<file path="src/rtl/mux_bus_arbiter.sv">
// mux_bus_arbiter: round-robin arbiter for two requesters sharing a 2:1 word
// mux. It drives the mux select from the registered grant and captures the
// selected word into a valid/ready output register. Grants are held for at
// most MAX_BURST words so that neither requester can starve the other.
module mux_bus_arbiter #(
   parameter int WIDTH     = 16,
   parameter int MAX_BURST = 4,
   parameter int CNT_W     = 2
) (
   input  logic             clk,
   input  logic             rst,
   input  logic             req0,
   input  logic             req1,
   input  logic [WIDTH-1:0] in0,
   input  logic [WIDTH-1:0] in1,
   input  logic             out_ready,
   output logic             gnt0,
   output logic             gnt1,
   output logic             select,
   output logic             ack0,
   output logic             ack1,
   output logic [WIDTH-1:0] out_data,
   output logic             out_valid
);

   typedef enum logic [1:0] {
      IDLE = 2'd0,
      G0   = 2'd1,
      G1   = 2'd2
   } state_t;

   state_t           state;
   state_t           state_nxt;
   logic             last;            // requester granted most recently
   logic             last_nxt;
   logic [CNT_W-1:0] burst_cnt;       // words moved under the current grant
   logic [CNT_W-1:0] burst_cnt_nxt;
   logic             turn;            // first cycle after a direct hand-over
   logic             turn_nxt;
   logic             slot_free;
   logic             load0;
   logic             load1;
   logic             burst_end;

   assign gnt0   = (state == G0);
   assign gnt1   = (state == G1);
   assign select = gnt1;

   // The output register can take a word when empty or being drained now.
   assign slot_free = !out_valid || out_ready;

   // A direct hand-over flips the mux select; the newly granted side gets
   // one dead cycle before its first capture so the select settles first.
   assign load0 = gnt0 && req0 && slot_free && !turn;
   assign load1 = gnt1 && req1 && slot_free && !turn;
   assign ack0  = load0;
   assign ack1  = load1;

   assign burst_end = (burst_cnt == CNT_W'(MAX_BURST - 1));

   // Next grant: round-robin on ties from IDLE, release on withdraw or on
   // the final load of a burst, hand straight over when the other side waits.
   always_comb begin
      state_nxt     = state;
      last_nxt      = last;
      burst_cnt_nxt = burst_cnt;
      case (state)
         IDLE: begin
            if (req0 && req1) begin
               state_nxt = last ? G0 : G1;
            end else if (req0) begin
               state_nxt = G0;
            end else if (req1) begin
               state_nxt = G1;
            end
         end
         G0: begin
            if (load0) begin
               burst_cnt_nxt = burst_cnt + CNT_W'(1);
            end
            if (!req0 || (load0 && burst_end)) begin
               last_nxt      = 1'b0;
               burst_cnt_nxt = '0;
               state_nxt     = req1 ? G1 : IDLE;
            end
         end
         G1: begin
            if (load1) begin
               burst_cnt_nxt = burst_cnt + CNT_W'(1);
            end
            if (!req1 || (load1 && burst_end)) begin
               last_nxt      = 1'b1;
               burst_cnt_nxt = '0;
               state_nxt     = req0 ? G0 : IDLE;
            end
         end
         default: begin
            state_nxt = IDLE;
         end
      endcase
   end

   // Flag the cycle that follows a grant moving directly between requesters.
   always_comb begin
      turn_nxt = ((state == G0) && (state_nxt == G1)) ||
                 ((state == G1) && (state_nxt == G0));
   end

   // Grant state, round-robin history, burst count and hand-over flag.
   always_ff @(posedge clk) begin
      if (rst) begin
         state     <= IDLE;
         last      <= 1'b1;
         burst_cnt <= '0;
         turn      <= 1'b0;
      end else begin
         state     <= state_nxt;
         last      <= last_nxt;
         burst_cnt <= burst_cnt_nxt;
         turn      <= turn_nxt;
      end
   end

   // Output register: capture the granted word, hold it under backpressure.
   always_ff @(posedge clk) begin
      if (rst) begin
         out_valid <= 1'b0;
         out_data  <= '0;
      end else if (load0) begin
         out_valid <= 1'b1;
         out_data  <= in0;
      end else if (load1) begin
         out_valid <= 1'b1;
         out_data  <= in1;
      end else if (out_ready) begin
         out_valid <= 1'b0;
      end
   end

endmodule

</file>
<file path="config.mk">
export PLATFORM = sky130hd
export DESIGN_NAME = mux_bus_arbiter
export DESIGN_NICKNAME = d
export VERILOG_FILES = /design/src/rtl/mux_bus_arbiter.sv
export SDC_FILE = /design/constraint.sdc
export NUM_CORES = 1
export LEC_CHECK = 0
export BUFFER_PORTS_ARGS = -buffer_cell sky130_fd_sc_hd__buf_2
export CORE_ASPECT_RATIO = 0.5
export CORE_MARGIN = 2
export CORE_UTILIZATION = 42
export DETAILED_ROUTE_END_ITERATION = 12
export GPL_ROUTABILITY_DRIVEN = 0
export MAX_ROUTING_LAYER = met4
export PLACE_DENSITY = 0.84
export SLEW_MARGIN = 20
export SYNTH_ARGS = -nofsm -noshare
export SYNTH_HDL_FRONTEND = slang
export SYNTH_SLANG_ARGS = --single-unit
</file>
<file path="constraint.sdc">
create_clock -name clk -period 1.8 [get_ports clk]
set_input_delay 0.27 -clock clk [delete_from_list [all_inputs] [get_ports clk]]
set_output_delay 0.27 -clock clk [all_outputs]
set_load 0.1 [all_outputs]
</file>
==> flow_summary.json, run 1 <==
{
  "period_share": 0.994,
  "cts.clk_slew.worst_paths_ns": 0.08,
  "final_layout_size_suffix_gt1_frac": 0.545,
  "cp_max_fo": 6,
  "root_buffer": "clkbuf_8",
  "ys_seq_area_frac": 0.354,
  "worstHoldPathCells": 3,
  "syn2layout_area_growth_pct": 41.3,
  "routed_wirelength_mm": 3.46,
  "rsz0062_at_grt": "true",
  "start_util": 0.437,
  "die_w_um": 82.8,
  "cts_num_sinks": 23,
  "antenna_found_initial": 0,
  "cts_tree": "yes",
  "reg2reg_depth": 7,
  "startpoint_type": "flop",
  "min_period_ns": 1.79,
  "synth_cell_type_count": 37,
  "worstMarginPinSlew_ns": 0.491,
  "cp-end-kind": "primary output",
  "grt_pass1_wl_mm": 5.40,
  "cts_buffer_depth": 2,
  "rows": 14,
  "grt_max_degree": 24,
  "fin_area_sq_um": 1840,
  "nets": 243,
  "io_pins": 59,
  "synthTopCellsByCount": "dfxtp_1, nor2_1, a222oi_1, a21o_2, ha_1",
  "leakage_nw": 0.914,
  "status": "completed",
  "rr_endpoint": "turn",
  "fin_cells": 240,
  "drtAntennaViolNets": 0,
  "cts_hold_buf": 0,
  "cp.arrival_ns": 1.52,
  "criticalPathCategory": "flop to primary output",
  "design.die.area_sq_um": 3590,
  "max_freq_mhz": 559,
  "fin_skew_ns": 0.00758,
  "grt.total_usage": 0.201,
  "synthFlopType": "dfxtp_1",
  "cp-startpoint": "state[1]",
  "drv_cap": 0,
  "synth_nets": 172,
  "overflow": 0,
  "power-per-cell-area_nw_per_um2": 1080,
  "grt_pass1_vias": 1241,
  "portBuffers": 58,
  "placed_area_sq_um": 1680,
  "yosys-top-cells-area": "dfxtp_1, a222oi_1, a21o_2, nor2_1, ha_1",
  "h-tree-depth": 1,
  "n_antenna_cell": 0,
  "whs_endpoint": "out_data[0]",
  "synth_most_common_cell": "dfxtp_1",
  "setup_viol": 0,
  "synth-seq-cells": 23,
  "slew-limit-headroom": 0.675,
  "hold_start": "in1[0]",
  "ir_worst_vdd_mv": 0.571,
  "synth_warnings": 0,
  "fp.dieH_um": 43.4,
  "syn_avg_cell_area_sq_um": 10.0,
  "finish.utilization": 0.618,
  "ys_async_sr_fraction": 0,
  "r2r_setup_slack_ns": 0.05,
  "place_hpwl_mm": 2.36,
  "netlist_instances": 130,
  "routedWlPerCell_um": 14.4,
  "yosysTopAreaCell": "dfxtp_1",
  "drt_iter0_drc": 128,
  "core_area_sq_um": 2980,
  "fillers": 264,
  "critPathRequiredTime_ns": 1.53,
  "finalHoldViolCount": 0,
  "insertion_delay_ns": 0.26,
  "drc_errors": 0,
  "hold_class": "input port to flop",
  "netlist.area_leader.share": 0.354,
  "firstDrtPassIters": 5,
  "synth-edff-count": 0,
  "drv_slew": 0,
  "netlist_area_sq_um": 1300,
  "timing.rr.start": "state[1]",
  "num_vias": 1334,
  "placed_cells": 224,
  "numCtsBuffers": 3,
  "power_mw": 1.98,
  "timing.hold.ws_ns": 0.258,
  "vias_per_cell": 5.56
}
## power breakdown
group          total (mW)  internal, mW  switching (mW)
sequential          0.622         0.577          0.0449
combinational        1.04         0.341           0.699
clock               0.320         0.158           0.162
## state kept, by name, indices dropped and copies added, names as in the netlist
signal	flops
out_data	16
burst_cnt	2
state	2
last	1
out_valid	1
turn	1
## worst max-delay path: stages (launching register included)
cell and delay [ns]:
dfxtp_4 0.37, inv_4 0.06, ha_4 0.16, nand2_4 0.06
nor3_4 0.27, buf_12 0.15, buf_12 0.16
## stage by stage
stage | setup slack (ns) | TNS, ns
floorplan | -0.143 | -1.60
global placement | 0.0755 | 0
detailed placement | -0.00852 | -0.00852
CTS | 0.0137 | 0
global route | -0.0836 | -0.131
finish | 0.0109 | 0
## cells in the final DEF (no fill, tap or decap), types with 5 or more instances in the layout
cell	instances
buf_2	56
dfxtp_1	20
nor2_1	18
a222oi_1	17
a21o_2	16
buf_4	10
buf_6	5
## layer usage
metal	track usage	up-vias	wire (um)
met2	0.350	28	1780
met4	0.0492	0	33
met5	-	-	0
met1	0.238	655	1520
li1	-	647	-
met3	0.0438	4	135
## area by class of cell
class                           count  area (sq um)  share of cell area
Timing Repair Buffer               74           472               0.256
Clock buffer                        4          45.0              0.0245
Inverter                            3          16.3             0.00884
Sequential cell                    23           472               0.256
Multi-Input combinational cell     96           786               0.427
Tap cell                           40          50.0              0.0272
## how the worst max path moves through the flow
| stage | depth (start not counted) | slack (ns) | end |
|---|---|---|---|
| final | 6 | 0.01 | ack0 |
| after detailed placement | 7 | -0.009 | turn |
| after global routing | 7 | -0.08 | turn |
| after global placement | 7 | 0.08 | turn |
| after CTS | 7 | 0.01 | turn |
| after floorplan | 8 | -0.14 | out_data[0] |
## what timing repair did
item                       CTS  global route
setup endpoints to repair    3            12
pin swaps                    4             8
gates resized for setup      2             5
buffers inserted             4             8
## cell families after synthesis
| group | synth area share |
|---|---|
| buffers and inverters | 0.0720 |
| adders and majority gates | 0.0480 |
| and+or+nand+nor | 0.176 |
| DFF | 0.354 |
| AOI/OAI and AO/OA | 0.351 |
No activity file was read; power rests on OpenSTA's default activity.
==> inputs of run 2 (changes only) <==
--- a/constraint.sdc
+++ b/constraint.sdc
@@ -3,2 +3,2 @@
 set_output_delay 0.27 -clock clk [all_outputs]
-set_load 0.1 [all_outputs]
+set_load 0.005 [all_outputs]
==> run 2 against run 1 <==
Compared with the run above:
- the flow now finishes with violations (negative setup slack)
- utilization fell by 0.97 points
- combinational power down 37%
- via count rose by 5.7%
- total power fell by 20%
- global-route usage grew 2.6 points
- largest cell class unchanged
- wire length is 11% higher
- sequential share of layout area is 0.062 points higher
- setup slack worse by 0.12 ns
- hold slack got worse by 0.0030 ns
- count of clock-buffer cells in the layout down 1
- clock skew is 0.0011 ns lower
==> flow_summary.json, run 2 (same netlist as run 1, synthesis figures left out) <==
{
  "status": "finished, violations left",
  "violations": "negative setup slack",
  "h-tree-depth": 1,
  "p_comb_frac": 0.409,
  "core_area_sq_um": 2980,
  "grt_pass1_vias": 1347,
  "largest_reg_flops": 16,
  "fin_skew_ns": 0.00647,
  "insertion_delay_ns": 0.26,
  "path_cells": "buf_6 -> ha_4 -> a22o_1 -> a21boi_4 -> a222oi_1 -> buf_4 -> nand3b_1 -> a211oi_2",
  "reg_top3": "out_data x16, burst_cnt x2, state x2",
  "grt_pass1_wl_mm": 6.01,
  "ir_worst_vdd_mv": 0.460,
  "cts.clk_slew.worst_paths_ns": 0.08,
  "worstMarginPinSlew_ns": 0.449,
  "layout_common_cells": "buf_2, dfxtp_1, nor2_1",
  "syn2layout_area_growth_pct": 39.1,
  "n_antenna_cell": 0,
  "design.die.area_sq_um": 3590,
  "root_buffer": "clkbuf_8",
  "vias_per_cell": 5.80,
  "worst_slack_ns": -0.104,
  "rsz0062_at_grt": "true",
  "place_hpwl_mm": 2.63,
  "pwr-share-clk": 0.201,
  "min_period_ns": 1.90,
  "finalHoldViolCount": 0,
  "grt_max_degree": 24,
  "power-per-cell-area_nw_per_um2": 879,
  "drc_errors": 0,
  "largest_register": "out_data",
  "internal_power_mw": 1.08,
  "start_util": 0.437,
  "startpoint_type": "flop",
  "power_mw": 1.59,
  "antenna_found_initial": 0,
  "nets": 246,
  "max_freq_mhz": 525,
  "criticalPathCategory": "flop to flop",
  "cts_buffer_depth": 2,
  "fp.dieH_um": 43.4,
  "period_share": 1.06,
  "final_layout_size_suffix_gt1_frac": 0.567,
  "overflow": 0,
  "routed_wirelength_mm": 3.86,
  "p_seq_frac": 0.389,
  "timing.hold.ws_ns": 0.255,
  "cp_max_fo": 4,
  "io_pins": 59,
  "numCtsBuffers": 3,
  "cts_tree": "yes",
  "grt.total_usage": 0.227,
  "finish.utilization": 0.608,
  "die_w_um": 82.8,
  "rows": 14,
  "slew-limit-headroom": 0.698,
  "swShare": 0.319,
  "cp.arrival_ns": 2.09,
  "drv_slew": 0,
  "slowest_stage": "dfxtp_2",
  "num_vias": 1410,
  "drtAntennaViolNets": 0,
  "cts_num_sinks": 23,
  "switchingPower_mw": 0.508,
  "slowest_delay_ns": 0.34,
  "drv_cap": 0,
  "setup_tns_ns": -0.104,
  "pre_cts_ws_ns": -0.147,
  "setup_viol": 1,
  "firstDrtPassIters": 4,
  "leakage_nw": 0.910,
  "drt_iter0_drc": 126,
  "critPathRequiredTime_ns": 1.98,
  "hold_class": "input port to flop",
  "routedWlPerCell_um": 15.9,
  "final_common_cell": "buf_2",
  "portBuffers": 58,
  "cp-end-kind": "flop"
}
==> run 2: changes by cell type in the layout (fill, tap and decap cells not counted), sizes merged <==
cell / before / now
buf: 74 / 77
clkbuf: 4 / 3
clkinv: 0 / 1
==> run 2: worst paths after layout <==
check | start | end | slack (ns) | cells past startpoint
worst max-delay path | state[1] | turn | -0.10 | 8
worst min-delay path | in1[1] | out_data[1] | 0.25 | 3
worst max register to register | state[1] | turn | -0.10 | 8
worst min register to register | out_data[15] | out_data[15] | 0.52 | 2
==> run 2: critical path: cells and delay by family, from the launching register on <==
family	cells	cell delay (ns)
AO/OA/AOI/OAI	4	0.90
adder cells (fa/ha/maj)	1	0.17
buffers and inverters	2	0.33
flip-flops	1	0.34
AND/OR/NAND/NOR	1	0.09
==> run 2: cell type report <==
class,count,area (sq um)
clock inverters,1,5.00
clock buffers,3,41.3
multi-input cells,96,791
fillers,254,1170
inverters,3,11.3
repair buffers,77,448
flip-flops and latches,23,465
well taps,40,50.0
==> run 2: power groups by stage <==
stage               clock (mW)  sequential [mW]  combinational [mW]
floorplan                    0            0.625               0.351
global route             0.355            0.627               0.712
CTS                      0.331            0.616               0.577
detailed placement           0            0.625               0.549
finish                   0.320            0.620               0.652
global placement             0            0.621               0.523
==> run 2: metrics by stage <==
step,area [sq um],std cells
floorplan,1300,130
global placement,1640,230
detailed placement,1640,230
CTS,1720,237
global route,1810,243
finish,1810,243
==> run 2: repair_timing <==
action,4_1_cts,5_1_grt
gates cloned,0,0
hold buffers,0,0
endpoints found under the setup margin,20,20
pin swaps,4,8
gates resized for setup,8,10
setup buffers,3,7
==> run 2: per-layer routing <==
layer / GRT usage / vias up / routed length (um)
met5: - / - / 0
met4: 0.105 / 0 / 130
met3: 0.0542 / 16 / 247
met2: 0.366 / 61 / 1970
met1: 0.271 / 678 / 1510
li1: - / 655 / -
